$ cat config.mk
export PLATFORM = sky130hd
export DESIGN_NAME = result_collector
export DESIGN_NICKNAME = d
export VERILOG_FILES = /design/src/rtl/result_collector.sv
export SDC_FILE = /design/constraint.sdc
export NUM_CORES = 1
export LEC_CHECK = 0
export BUFFER_PORTS_ARGS = -buffer_cell sky130_fd_sc_hd__clkbuf_2
export CAP_MARGIN = 20
export CORE_MARGIN = 5
export CORE_UTILIZATION = 39
export CTS_CLUSTER_SIZE = 10
export DETAILED_ROUTE_END_ITERATION = 8
export PLACE_DENSITY = 0.63
export REMOVE_ABC_BUFFERS = 1
export SETUP_SLACK_MARGIN = 0.2
export SYNTH_ARGS = -nofsm -noshare
export SYNTH_HDL_FRONTEND = slang
export SYNTH_SLANG_ARGS = --single-unit
$ cat constraint.sdc
create_clock -name clock -period 3.5 [get_ports clock]
set_input_delay 0.35 -clock clock [delete_from_list [all_inputs] [get_ports clock]]
set_output_delay 0.35 -clock clock [all_outputs]
set_load 0.03 [all_outputs]
$ cat src/rtl/result_collector.sv
// Collects results from an arithmetic unit into a small circular buffer and
// forwards them in order to a downstream FIFO; supports a flush/drain handshake.
module result_collector #(
    parameter int DATA_WIDTH = 32,
    parameter int DEPTH      = 4
) (
    input  logic                  clock,
    input  logic                  reset,
    input  logic                  complete,
    input  logic [DATA_WIDTH-1:0] sum,
    output logic                  out_rd_en,
    input  logic                  out_full,
    output logic                  out_wr_en,
    output logic [DATA_WIDTH-1:0] out_din,
    input  logic                  flush,
    output logic                  flush_done,
    output logic [15:0]           result_count
);

    localparam int PTR_W = (DEPTH > 1) ? $clog2(DEPTH) : 1;
    localparam int CNT_W = $clog2(DEPTH + 1);

    typedef enum logic [1:0] {
        ST_RUN,
        ST_DRAIN,
        ST_DONE
    } state_t;

    state_t                state_q, state_d;
    logic [DATA_WIDTH-1:0] mem_q [DEPTH];
    logic [DATA_WIDTH-1:0] mem_d [DEPTH];
    logic [PTR_W-1:0]      wr_ptr_q, wr_ptr_d;
    logic [PTR_W-1:0]      rd_ptr_q, rd_ptr_d;
    logic [CNT_W-1:0]      count_q, count_d;
    logic [15:0]           result_count_q, result_count_d;
    logic                  push, pop;

    always_comb begin
        // Accept is gated by current occupancy only, so a full buffer refuses
        // a result even when a pop frees a slot in the same cycle.
        push = complete && (state_q == ST_RUN) && (count_q < CNT_W'(DEPTH)) && !reset;
        pop  = (count_q != '0) && !out_full && !reset;

        mem_d          = mem_q;
        wr_ptr_d       = wr_ptr_q;
        rd_ptr_d       = rd_ptr_q;
        count_d        = count_q;
        result_count_d = result_count_q;
        state_d        = state_q;

        if (push) begin
            mem_d[wr_ptr_q] = sum;
            wr_ptr_d        = wr_ptr_q + PTR_W'(1);
            result_count_d  = result_count_q + 16'd1;
        end
        if (pop) begin
            rd_ptr_d = rd_ptr_q + PTR_W'(1);
        end
        case ({push, pop})
            2'b10:   count_d = count_q + CNT_W'(1);
            2'b01:   count_d = count_q - CNT_W'(1);
            default: count_d = count_q;
        endcase

        case (state_q)
            ST_RUN:   if (flush) state_d = ST_DRAIN;
            ST_DRAIN: if (count_d == '0) state_d = ST_DONE;
            ST_DONE:  state_d = ST_RUN;
            default:  state_d = ST_RUN;
        endcase
    end

    always_ff @(posedge clock) begin
        if (reset) begin
            state_q        <= ST_RUN;
            wr_ptr_q       <= '0;
            rd_ptr_q       <= '0;
            count_q        <= '0;
            result_count_q <= '0;
            for (int i = 0; i < DEPTH; i++) begin
                mem_q[i] <= '0;
            end
        end else begin
            state_q        <= state_d;
            wr_ptr_q       <= wr_ptr_d;
            rd_ptr_q       <= rd_ptr_d;
            count_q        <= count_d;
            result_count_q <= result_count_d;
            mem_q          <= mem_d;
        end
    end

    assign out_rd_en    = push;
    assign out_wr_en    = pop;
    assign out_din      = reset ? '0 : mem_q[rd_ptr_q];
    assign flush_done   = (state_q == ST_DONE) && !reset;
    assign result_count = result_count_q;

endmodule

==> impl_metrics.tcl, run 1 <==
set metrics [dict create \
    core_region_area_um2 16600 \
    cts_hold_repair.buffers 0 \
    setup_violations 0 \
    setup.reg_to_reg.worst_slack_ns 0.98 \
    cts_tree "done" \
    clk_sink_count 153 \
    cts_setup_buffers 0 \
    regToRegStartpoint "state_q[0]" \
    most_common_library_cell_in_the_layout_ignoring_fill_and_taps "sky130_fd_sc_hd__nand2_1" \
    critPathTopFamily "flip-flops" \
    final_period_minus_worst_setup_slack_ns 2.78 \
    wl_um 16500 \
    cts_htree_levels 4 \
    post_drt_via_cell_ratio 5.02 \
    netlist-cell-type-count 31 \
    post_synth_main_area_contributors "sky130_fd_sc_hd__dfxtp_1 46%, sky130_fd_sc_hd__nand2_1 15%, sky130_fd_sc_hd__mux4_2 11%, sky130_fd_sc_hd__a21oi_1 10%, sky130_fd_sc_hd__nor2b_1 3.3%" \
    synth.cell_area_um2 6620 \
    status "finished clean" \
    worst_setup_path_end_kind "output pin" \
    drcViolationCount 0 \
    worst-endpoint-required_ns 3.15 \
    min_period_over_period_pct 79.3 \
    hold_path_class "input port to flip-flop" \
    worstSetupPathType "flip-flop to output pin" \
    die_height_um 140 \
    max-clock-path-buffers 2 \
    maxCapViolCount 0 \
    ys_seq_area_share_pct 46.3 \
    max-slew-margin-rel_pct 39.9 \
    clkLatencyLatePin_ns 0.42 \
    gr-usage-all-layers_pct 17.4 \
    layout.nets 872 \
    detailedRoute.firstIterationViolations 264 \
    grt_pass1_vias 5309 \
    initial_antenna_violation_count 0 \
    min_delay_worst_endpoint "mem_q[52]" \
    tightest_slew_ns 0.901 \
    synth.ff_latch_count 153 \
    cts_resized 0 \
    die_area_um2 19700 \
    post-dp-hpwl_um 9540 \
    ir_drop_mv 0.335 \
    delay_of_the_slowest_cell_on_the_worst_path_ns 0.74 \
    worst-r2r-cell-count 9 \
    most_frequent_cells_in_the_layout "263 x sky130_fd_sc_hd__nand2_1, 151 x sky130_fd_sc_hd__dfxtp_1, 136 x sky130_fd_sc_hd__a21oi_1" \
    grt_pass1_wl_um 27600 \
    boundaryPins 88 \
    io_buffers 87 \
    first_pass_iters 4 \
    rr_endpoint "state_q[1]" \
    die_w_um 140 \
    synth_warnings 0 \
    globalplace.congestion 0.730 \
    layout.core_utilization_pct 46.7 \
    maximum_fanout_along_the_worst_path 17 \
    power-per-cell-area_nw_per_um2 553 \
    cts.clk_slew.worst_paths_ns 0.06 \
    grt_remaining_overflow 0 \
    final_hold_violations 0 \
    finClkSkew_ns 0.00662 \
    timing.hold.worst_path_depth 3 \
    critPathSlowestCell "sky130_fd_sc_hd__dfxtp_2" \
    post-synth-top-area-fraction_pct 46.3 \
    cts-root-buf "sky130_fd_sc_hd__clkbuf_16" \
    cp.arrival_ns 2.43 \
    cts-buffers-inserted 17 \
    avgSynthCellArea_um2 8.51 \
    leakage_nw 2.71 \
    rsz_0062_raised_after_global_routing "false" \
    critPathLaunchType "flip-flop" \
    detail_route.wl_per_cell_um 15.5 \
    fmax_mhz 360 \
    syn_inst 777 \
    synth_top_cell_by_area "sky130_fd_sc_hd__dfxtp_1" \
    critPathBufInv 2 \
    fraction_of_layout_instances_using_a_drive_strength_above_1_pct 20.1 \
    setup-tns-final_ns 0 \
    worstHoldStart "sum[20]" \
    num_vias 5326 \
    initial_cell_density_of_the_core_pct 39.9 \
    syn_to_final_growth_pct 17.0 \
    slew_violations 0 \
    rows 47 \
    grt_max_degree 89 \
    insertedDiodeCount 0 \
    path_cells "buf_4 > mux4_2 > nor2b_1 > clkbuf_2" \
    drt.antenna.violating_nets 0 \
]
-- worst reg2reg max path, stage by stage (launching register included) --
cell and delay (ns):
sky130_fd_sc_hd__dfxtp_1 0.37, sky130_fd_sc_hd__nor4b_2 0.29, sky130_fd_sc_hd__and2_1 0.35, sky130_fd_sc_hd__inv_1 0.08, sky130_fd_sc_hd__ha_1 0.23, sky130_fd_sc_hd__inv_1 0.08, sky130_fd_sc_hd__fa_1 0.41, sky130_fd_sc_hd__nor2b_1 0.15
sky130_fd_sc_hd__mux2_2 0.27, sky130_fd_sc_hd__and4_1 0.19
-- cells by family (layout without fill, tap and decap cells) --
family	Yosys count	after routing	synth area share (%)
flops	153	153	46.3
buf+inv	70	134	4.92
simple gates	353	353	23.2
xor+xnor	13	13	1.72
compound gates	148	148	11.3
mux	33	33	11.1
fa+ha+maj	7	7	1.44
-- routing by layer --
layer  GRT usage, %  up-vias  part of all wire [%]
li1               -     2698                     -
met3           4.36       19                   4.1
met2           28.8       88                    49
met1           22.5     2521                    45
met4           5.10        0                   1.4
met5              0        -                     0
-- Yosys cell counts --
cell                       instances
sky130_fd_sc_hd__nor3b_1           1
sky130_fd_sc_hd__inv_1             9
sky130_fd_sc_hd__mux4_2           32
sky130_fd_sc_hd__a31oi_1           1
sky130_fd_sc_hd__nand2b_1          1
sky130_fd_sc_hd__nor2_1           14
sky130_fd_sc_hd__and4_1            3
sky130_fd_sc_hd__and3_1            7
sky130_fd_sc_hd__xor2_1            7
sky130_fd_sc_hd__dfxtp_1         153
sky130_fd_sc_hd__xnor2_1           6
sky130_fd_sc_hd__a21oi_1         136
sky130_fd_sc_hd__and2_1            2
sky130_fd_sc_hd__buf_2            14
sky130_fd_sc_hd__fa_1              1
sky130_fd_sc_hd__or4_1             2
sky130_fd_sc_hd__nor3_1            4
sky130_fd_sc_hd__nand2_1         263
sky130_fd_sc_hd__ha_1              6
sky130_fd_sc_hd__nor4b_1           1
sky130_fd_sc_hd__nor2b_1          35
sky130_fd_sc_hd__mux2_2            1
sky130_fd_sc_hd__clkbuf_1         35
sky130_fd_sc_hd__and4b_1           1
sky130_fd_sc_hd__o31ai_1           3
sky130_fd_sc_hd__nor4b_2           2
sky130_fd_sc_hd__o21ai_0           8
sky130_fd_sc_hd__nand3_1           7
sky130_fd_sc_hd__or3_1             6
sky130_fd_sc_hd__nand4_1           4
sky130_fd_sc_hd__buf_4            12
-- worst max path at each step --
| stage | start | to | slack, ns | cells past startpoint |
|---|---|---|---|---|
| final | rd_ptr_q[1] | out_din[9] | 0.72 | 4 |
| after global routing | rd_ptr_q[1] | out_din[9] | 0.52 | 4 |
| after CTS | rd_ptr_q[1] | out_din[9] | 0.62 | 4 |
| after detailed placement | reset | state_q[1] | 0.80 | 10 |
| after global placement | reset | state_q[1] | 0.83 | 10 |
| after floorplan | state_q[1] | state_q[1] | 0.62 | 9 |
-- layout make-up --
type,instances,area [um2]
fill,1648,8850
tap,220,275
clock inverter,14,195
clock buffer,18,429
sequential,153,3070
multi-input combinational,554,3250
timing repair buffer,93,487
inverter,9,33.8
-- registers in the layout, indices dropped and copies added, names as in the netlist --
name and cells:
count_q 3, rd_ptr_q 2, state_q 2, mem_q 128, wr_ptr_q 2, result_count 16
-- power breakdown --
group / total (mW) / leakage [nW] / switching [mW] / internal (mW)
Sequential: 1.87 / 1.24 / 0.0625 / 1.80
Clock: 1.96 / 0.294 / 0.763 / 1.20
Combinational: 0.451 / 1.18 / 0.276 / 0.175
Total: 4.28 / 2.71 / 1.10 / 3.18
-- through the flow --
| step | power [mW] | hold WS [ns] | std cells | area (um2) | worst slack [ns] |
|---|---|---|---|---|---|
| 6_report | 4.28 | 0.190 | 1061 | 7740 | 0.723 |
| 5_1_grt | 4.45 | 0.180 | 1061 | 7740 | 0.524 |
| 4_1_cts | 4.33 | 0.175 | 1061 | 7740 | 0.621 |
| 3_5_place_dp | 2.36 | 0.445 | 1029 | 7110 | 0.799 |
| 3_3_place_gp | 2.35 | 0.438 | 1029 | 7110 | 0.833 |
| 2_1_floorplan | 2.17 | 0.419 | 716 | 6320 | 0.620 |
(Power assumes the default switching activity.)
==> run 2: changes to the inputs <==
PLACE_DENSITY = 0.65   (was 0.63)
clock period = 2.5 ns   (was 3.5 ns; I/O delays follow)
==> impl_metrics.tcl, run 2 (synthesized netlist as in run 1, its figures left out) <==
set metrics [dict create \
    critPathBufInv 2 \
    critPathLaunchType "flip-flop" \
    rows 47 \
    fmax_mhz 454 \
    slew_violations 0 \
    insertedDiodeCount 0 \
    largest_register_ffs 128 \
    cts-buffers-inserted 17 \
    worstHoldStart "sum[25]" \
    num_vias 5457 \
    leakage_nw 2.84 \
    maxCapViolCount 0 \
    tightest_slew_ns 0.843 \
    wl_um 16600 \
    cts_tree "done" \
    max-slew-margin-rel_pct 43.8 \
    drcViolationCount 0 \
    grt_pass1_wl_um 27300 \
    critPathSlowestCell "sky130_fd_sc_hd__mux4_2" \
    ir_drop_mv 0.484 \
    delay_of_the_slowest_cell_on_the_worst_path_ns 0.50 \
    initial_antenna_violation_count 0 \
    detailedRoute.firstIterationViolations 302 \
    globalplace.congestion 0.733 \
    regMostFlops "mem_q" \
    detail_route.wl_per_cell_um 15.4 \
    drt.antenna.violating_nets 0 \
    clkLatencyLatePin_ns 0.42 \
    die_area_um2 19700 \
    status "finished clean" \
    most_common_library_cell_in_the_layout_ignoring_fill_and_taps "sky130_fd_sc_hd__nand2_1" \
    post-dp-hpwl_um 10400 \
    boundaryPins 88 \
    post_drt_via_cell_ratio 5.04 \
    hold_path_class "input port to flip-flop" \
    cts_htree_levels 4 \
    final_hold_violations 0 \
    max-clock-path-buffers 2 \
    crit_start "rd_ptr_q[0]" \
    min_period_over_period_pct 88.0 \
    worst_setup_path_end_kind "output pin" \
    first_pass_iters 5 \
    power-per-cell-area_nw_per_um2 738 \
    layout.nets 894 \
    final_cells 1083 \
    worst-endpoint-required_ns 2.25 \
    grt_max_degree 188 \
    most_frequent_cells_in_the_layout "263 x sky130_fd_sc_hd__nand2_1, 150 x sky130_fd_sc_hd__dfxtp_1, 136 x sky130_fd_sc_hd__a21oi_1" \
    placed_instances 1043 \
    die_w_um 140 \
    cp.arrival_ns 1.95 \
    worstSetupPathType "flip-flop to output pin" \
    gr-usage-all-layers_pct 17.2 \
    initial_cell_density_of_the_core_pct 39.9 \
    fraction_of_layout_instances_using_a_drive_strength_above_1_pct 22.8 \
    regToRegStartpoint "state_q[0]" \
    rsz_0062_raised_after_global_routing "false" \
    dp_slack_ns 0.194 \
    critPathTopFamily "multiplexers" \
    cts-root-buf "sky130_fd_sc_hd__clkbuf_16" \
    cts.clk_slew.worst_paths_ns 0.07 \
    clk_sink_count 153 \
    cts_hold_repair.buffers 0 \
    die_height_um 140 \
    grt_pass1_vias 5202 \
    finClkSkew_ns 0.0110 \
    setup_violations 0 \
    path_cells "buf_6 > mux4_2 > nor2b_1 > clkbuf_2" \
    syn_to_final_growth_pct 20.9 \
    core_region_area_um2 16600 \
    maximum_fanout_along_the_worst_path 10 \
    grt_remaining_overflow 0 \
    final_period_minus_worst_setup_slack_ns 2.20 \
    final.setup.worst_slack_ns 0.299 \
    io_buffers 87 \
]
-- run 2: cell count changes in the layout (fill, tap and decap cells not counted), sizes merged --
cell and delta:
bufinv -2, inv -1, clkbuf +2, clkinv +1
buf +22
-- run 2: worst paths after layout --
path	to	slack (ns)	cells past startpoint
setup / recovery	out_din[29]	0.30	4
hold / removal	mem_q[121]	0.09	3
setup reg to reg	state_q[1]	0.31	9
hold reg to reg	mem_q[8]	0.45	2
-- run 2: stage by stage --
step	power (mW)	hold slack (ns)	utilization [%]	area, um2	TNS, ns
3_3_place_gp	3.35	0.439	44.1	7310	0
6_report	5.91	0.0907	48.2	8000	0
5_1_grt	6.15	0.0866	48.2	8000	0
2_1_floorplan	3.04	0.319	-	6320	-2.61
3_5_place_dp	3.35	0.444	44.1	7310	0
4_1_cts	5.93	0.0752	47.8	7930	0
-- run 2: final cells by class --
cell class | instances | area (um2)
tap | 220 | 275
fill | 1652 | 8590
inverter | 9 | 33.8
clock inverter | 12 | 139
timing repair buffer | 115 | 743
sequential | 153 | 3070
multi-input combinational | 554 | 3280
clock buffer | 20 | 457
-- run 2: per-layer routing --
metal	global-route usage [%]	wire, um	share of wire [%]	vias to the layer above
met5	0	0	0	-
met3	4.53	833	5.0	11
met4	4.69	182	1.1	0
met2	28.2	8120	49	121
met1	22.5	7500	45	2577
li1	-	-	-	2748
-- run 2: worst register-to-register path, stage by stage, from the launching register on --
cell and delay, ns:
sky130_fd_sc_hd__dfxtp_4 0.36, sky130_fd_sc_hd__nor4b_4 0.30, sky130_fd_sc_hd__and2_4 0.19, sky130_fd_sc_hd__inv_1 0.04, sky130_fd_sc_hd__ha_2 0.18, sky130_fd_sc_hd__inv_2 0.05
sky130_fd_sc_hd__fa_1 0.41, sky130_fd_sc_hd__nor2b_4 0.14, sky130_fd_sc_hd__mux2_2 0.27, sky130_fd_sc_hd__and4_1 0.14
-- run 2: timing repair --
action                     CTS  global route
setup buffers                3             5
gates resized for setup      2             9
setup endpoints to repair   23            28
pin swaps                    2             5
-- run 2: power breakdown --
part           total (mW)  internal (mW)  switching, mW
Combinational       0.742          0.309          0.432
Clock                2.57           1.53           1.04
Sequential           2.59           2.53         0.0671
==> run 3: changes to the inputs <==
ABC_AREA = 1   (was not set)
CORE_UTILIZATION = 45   (was 39)
PLACE_DENSITY = 0.72   (was 0.65)
==> impl_metrics.tcl, run 3 <==
set metrics [dict create \
    ys_seq_area_share_pct 44.5 \
    critPathBufInv 3 \
    final_period_minus_worst_setup_slack_ns 2.13 \
    layout.nets 1047 \
    max-clock-path-buffers 2 \
    grt_pass1_vias 6021 \
    cts_tree "done" \
    rsz_0062_raised_after_global_routing "false" \
    die_height_um 134 \
    grt_max_degree 105 \
    clk_sink_count 153 \
    leakage_nw 2.82 \
    synth-async-reset-ratio_pct 0 \
    synth_warnings 0 \
    detail_route.wl_per_cell_um 14.9 \
    delay_of_the_slowest_cell_on_the_worst_path_ns 0.43 \
    core_region_area_um2 15100 \
    num_vias 6437 \
    power-per-cell-area_nw_per_um2 732 \
    first_pass_iters 5 \
    cts.clk_slew.worst_paths_ns 0.06 \
    rows 45 \
    fraction_of_layout_instances_using_a_drive_strength_above_1_pct 14.4 \
    max-slew-margin-rel_pct 58.4 \
    synth-edff-count 0 \
    worst_setup_path_end_kind "output pin" \
    syn_inst 951 \
    slew_violations 0 \
    fmax_mhz 469 \
    cts_hold_repair.buffers 0 \
    most_frequent_cells_in_the_layout "239 x sky130_fd_sc_hd__a21oi_1, 151 x sky130_fd_sc_hd__dfxtp_1, 114 x sky130_fd_sc_hd__o21ai_0" \
    gr-usage-all-layers_pct 20.0 \
    path_cells "clkinv_1 > buf_4 > a21oi_1 > o21ai_1 > a21oi_1 > clkbuf_2" \
    cp.arrival_ns 1.88 \
    die_area_um2 17900 \
    post_synth_main_area_contributors "sky130_fd_sc_hd__dfxtp_1 45%, sky130_fd_sc_hd__a21oi_1 17%, sky130_fd_sc_hd__o21ai_0 8.4%, sky130_fd_sc_hd__nand2_1 6.2%, sky130_fd_sc_hd__nand3_1 5.7%" \
    status "finished clean" \
    min_period_over_period_pct 85.3 \
    final_cells 1202 \
    worst-endpoint-required_ns 2.25 \
    insertedDiodeCount 0 \
    synth.ff_latch_count 153 \
    critPathLaunchType "flip-flop" \
    most_common_library_cell_in_the_layout_ignoring_fill_and_taps "sky130_fd_sc_hd__a21oi_1" \
    io_buffers 87 \
    grt_remaining_overflow 0 \
    worstSetupPathType "flip-flop to output pin" \
    maxCapViolCount 0 \
    netlist-cell-type-count 28 \
    critPathTopFamily "buffers and inverters" \
    cts-root-buf "sky130_fd_sc_hd__clkbuf_16" \
    die_w_um 134 \
    placed_instances 1172 \
    initial_antenna_violation_count 1 \
    post_drt_via_cell_ratio 5.36 \
    yosys-top-cells-count "239 x sky130_fd_sc_hd__a21oi_1, 153 x sky130_fd_sc_hd__dfxtp_1, 115 x sky130_fd_sc_hd__o21ai_0" \
    cts_setup_buffers 0 \
    post-dp-hpwl_um 10900 \
    ir_drop_mv 0.498 \
    grt_pass1_wl_um 29400 \
    avgSynthCellArea_um2 7.23 \
    hold_path_class "input port to flip-flop" \
    post-synth-top-area-fraction_pct 44.5 \
    synth.cell_area_um2 6880 \
    drcViolationCount 0 \
    crit_path_frequent_cell "sky130_fd_sc_hd__a21oi_1" \
    finClkSkew_ns 0.00697 \
    critPathSlowestCell "sky130_fd_sc_hd__dfxtp_4" \
    post-synth-top-count-cell "sky130_fd_sc_hd__a21oi_1" \
    most_instantiated_flip_flop_cell_in_the_synthesis_netlist "sky130_fd_sc_hd__dfxtp_1" \
    initial_cell_density_of_the_core_pct 45.6 \
    wl_um 17900 \
    n_fill_cell 1497 \
    detailedRoute.firstIterationViolations 515 \
    boundaryPins 88 \
    cts_resized 1 \
    tightest_slew_ns 0.624 \
    maximum_fanout_along_the_worst_path 18 \
    drt.antenna.violating_nets 0 \
    largest_register_ffs 128 \
    final_hold_violations 0 \
    clkLatencyLatePin_ns 0.42 \
    globalplace.congestion 0.860 \
    syn_to_final_growth_pct 15.7 \
    cts-buffers-inserted 17 \
    synth_top_cell_by_area "sky130_fd_sc_hd__dfxtp_1" \
    fin_worst_hold_slack_ns 0.0586 \
    setup_violations 0 \
    regMostFlops "mem_q" \
    cts_htree_levels 4 \
]
run 3: cell count changes after synthesis, moves of 11 or more:
cell / delta
sky130_fd_sc_hd__mux4_2: -32
sky130_fd_sc_hd__nand2_1: -150
sky130_fd_sc_hd__buf_4: -12
sky130_fd_sc_hd__o21ai_0: +107
sky130_fd_sc_hd__nand3_1: +71
sky130_fd_sc_hd__inv_1: +88
sky130_fd_sc_hd__nor2b_1: -35
sky130_fd_sc_hd__buf_2: +11
sky130_fd_sc_hd__a21oi_1: +103
sky130_fd_sc_hd__nor2_1: +13
sky130_fd_sc_hd__o21ai_1: +24
run 3: cell type report:
class | count | area (um2) | area share (%)
clock buffer | 24 | 472 | 5.93
clock inverter | 6 | 92.6 | 1.16
inverter | 100 | 380 | 4.78
multi-input combinational | 622 | 3050 | 38.4
sequential | 153 | 3070 | 38.6
tap | 188 | 235 | 2.96
timing repair buffer | 109 | 657 | 8.25
run 3: worst min-delay path, delay by kind of cell:
| kind | cells | cell delay, ns |
|---|---|---|
| compound gates | 1 | 0.05 |
| simple gates | 1 | 0.05 |
| buf+inv | 1 | 0.08 |
run 3: report_power, final:
part / switching (mW) / internal (mW)
sequential: 0.0389 / 2.52
combinational: 0.543 / 0.234
clock: 0.972 / 1.51
total: 1.55 / 4.27
run 3: logic make-up after synthesis:
family          Yosys count  share of synthesized area [%]
compound gates          379                           27.6
simple gates            235                           15.3
buf+inv                 176                           11.1
flops                   153                           44.5
fa+ha+maj                 7                           1.38
xor+xnor                  1                          0.127
run 3: final timing paths:
| path | to | cells past startpoint | startpoint | slack [ns] |
|---|---|---|---|---|
| setup reg to reg | state_q[0] | 12 | count_q[2] | 0.49 |
| hold / removal | state_q[0] | 3 | flush | 0.06 |
| setup / recovery | out_din[22] | 6 | rd_ptr_q[1] | 0.37 |
| hold reg to reg | mem_q[41] | 2 | mem_q[41] | 0.45 |
run 3: layer usage:
metal	GRT usage [%]	routed length, um
met5	0	13
met4	6.23	185
met3	5.82	1180
met2	32.7	8370
met1	25.7	8160
run 3: metrics by stage:
step                power [mW]  TNS, ns  worst slack [ns]  cell area [um2]  utilization [%]
finish                    5.83        0             0.368             7960             52.7
global route              6.07        0             0.283             7960             52.7
CTS                       5.87        0             0.269             7950             52.7
detailed placement        3.39        0             0.450             7380             48.9
global placement          3.38        0             0.520             7380             48.9
floorplan                 3.08   -13.59            -0.447             6490                -
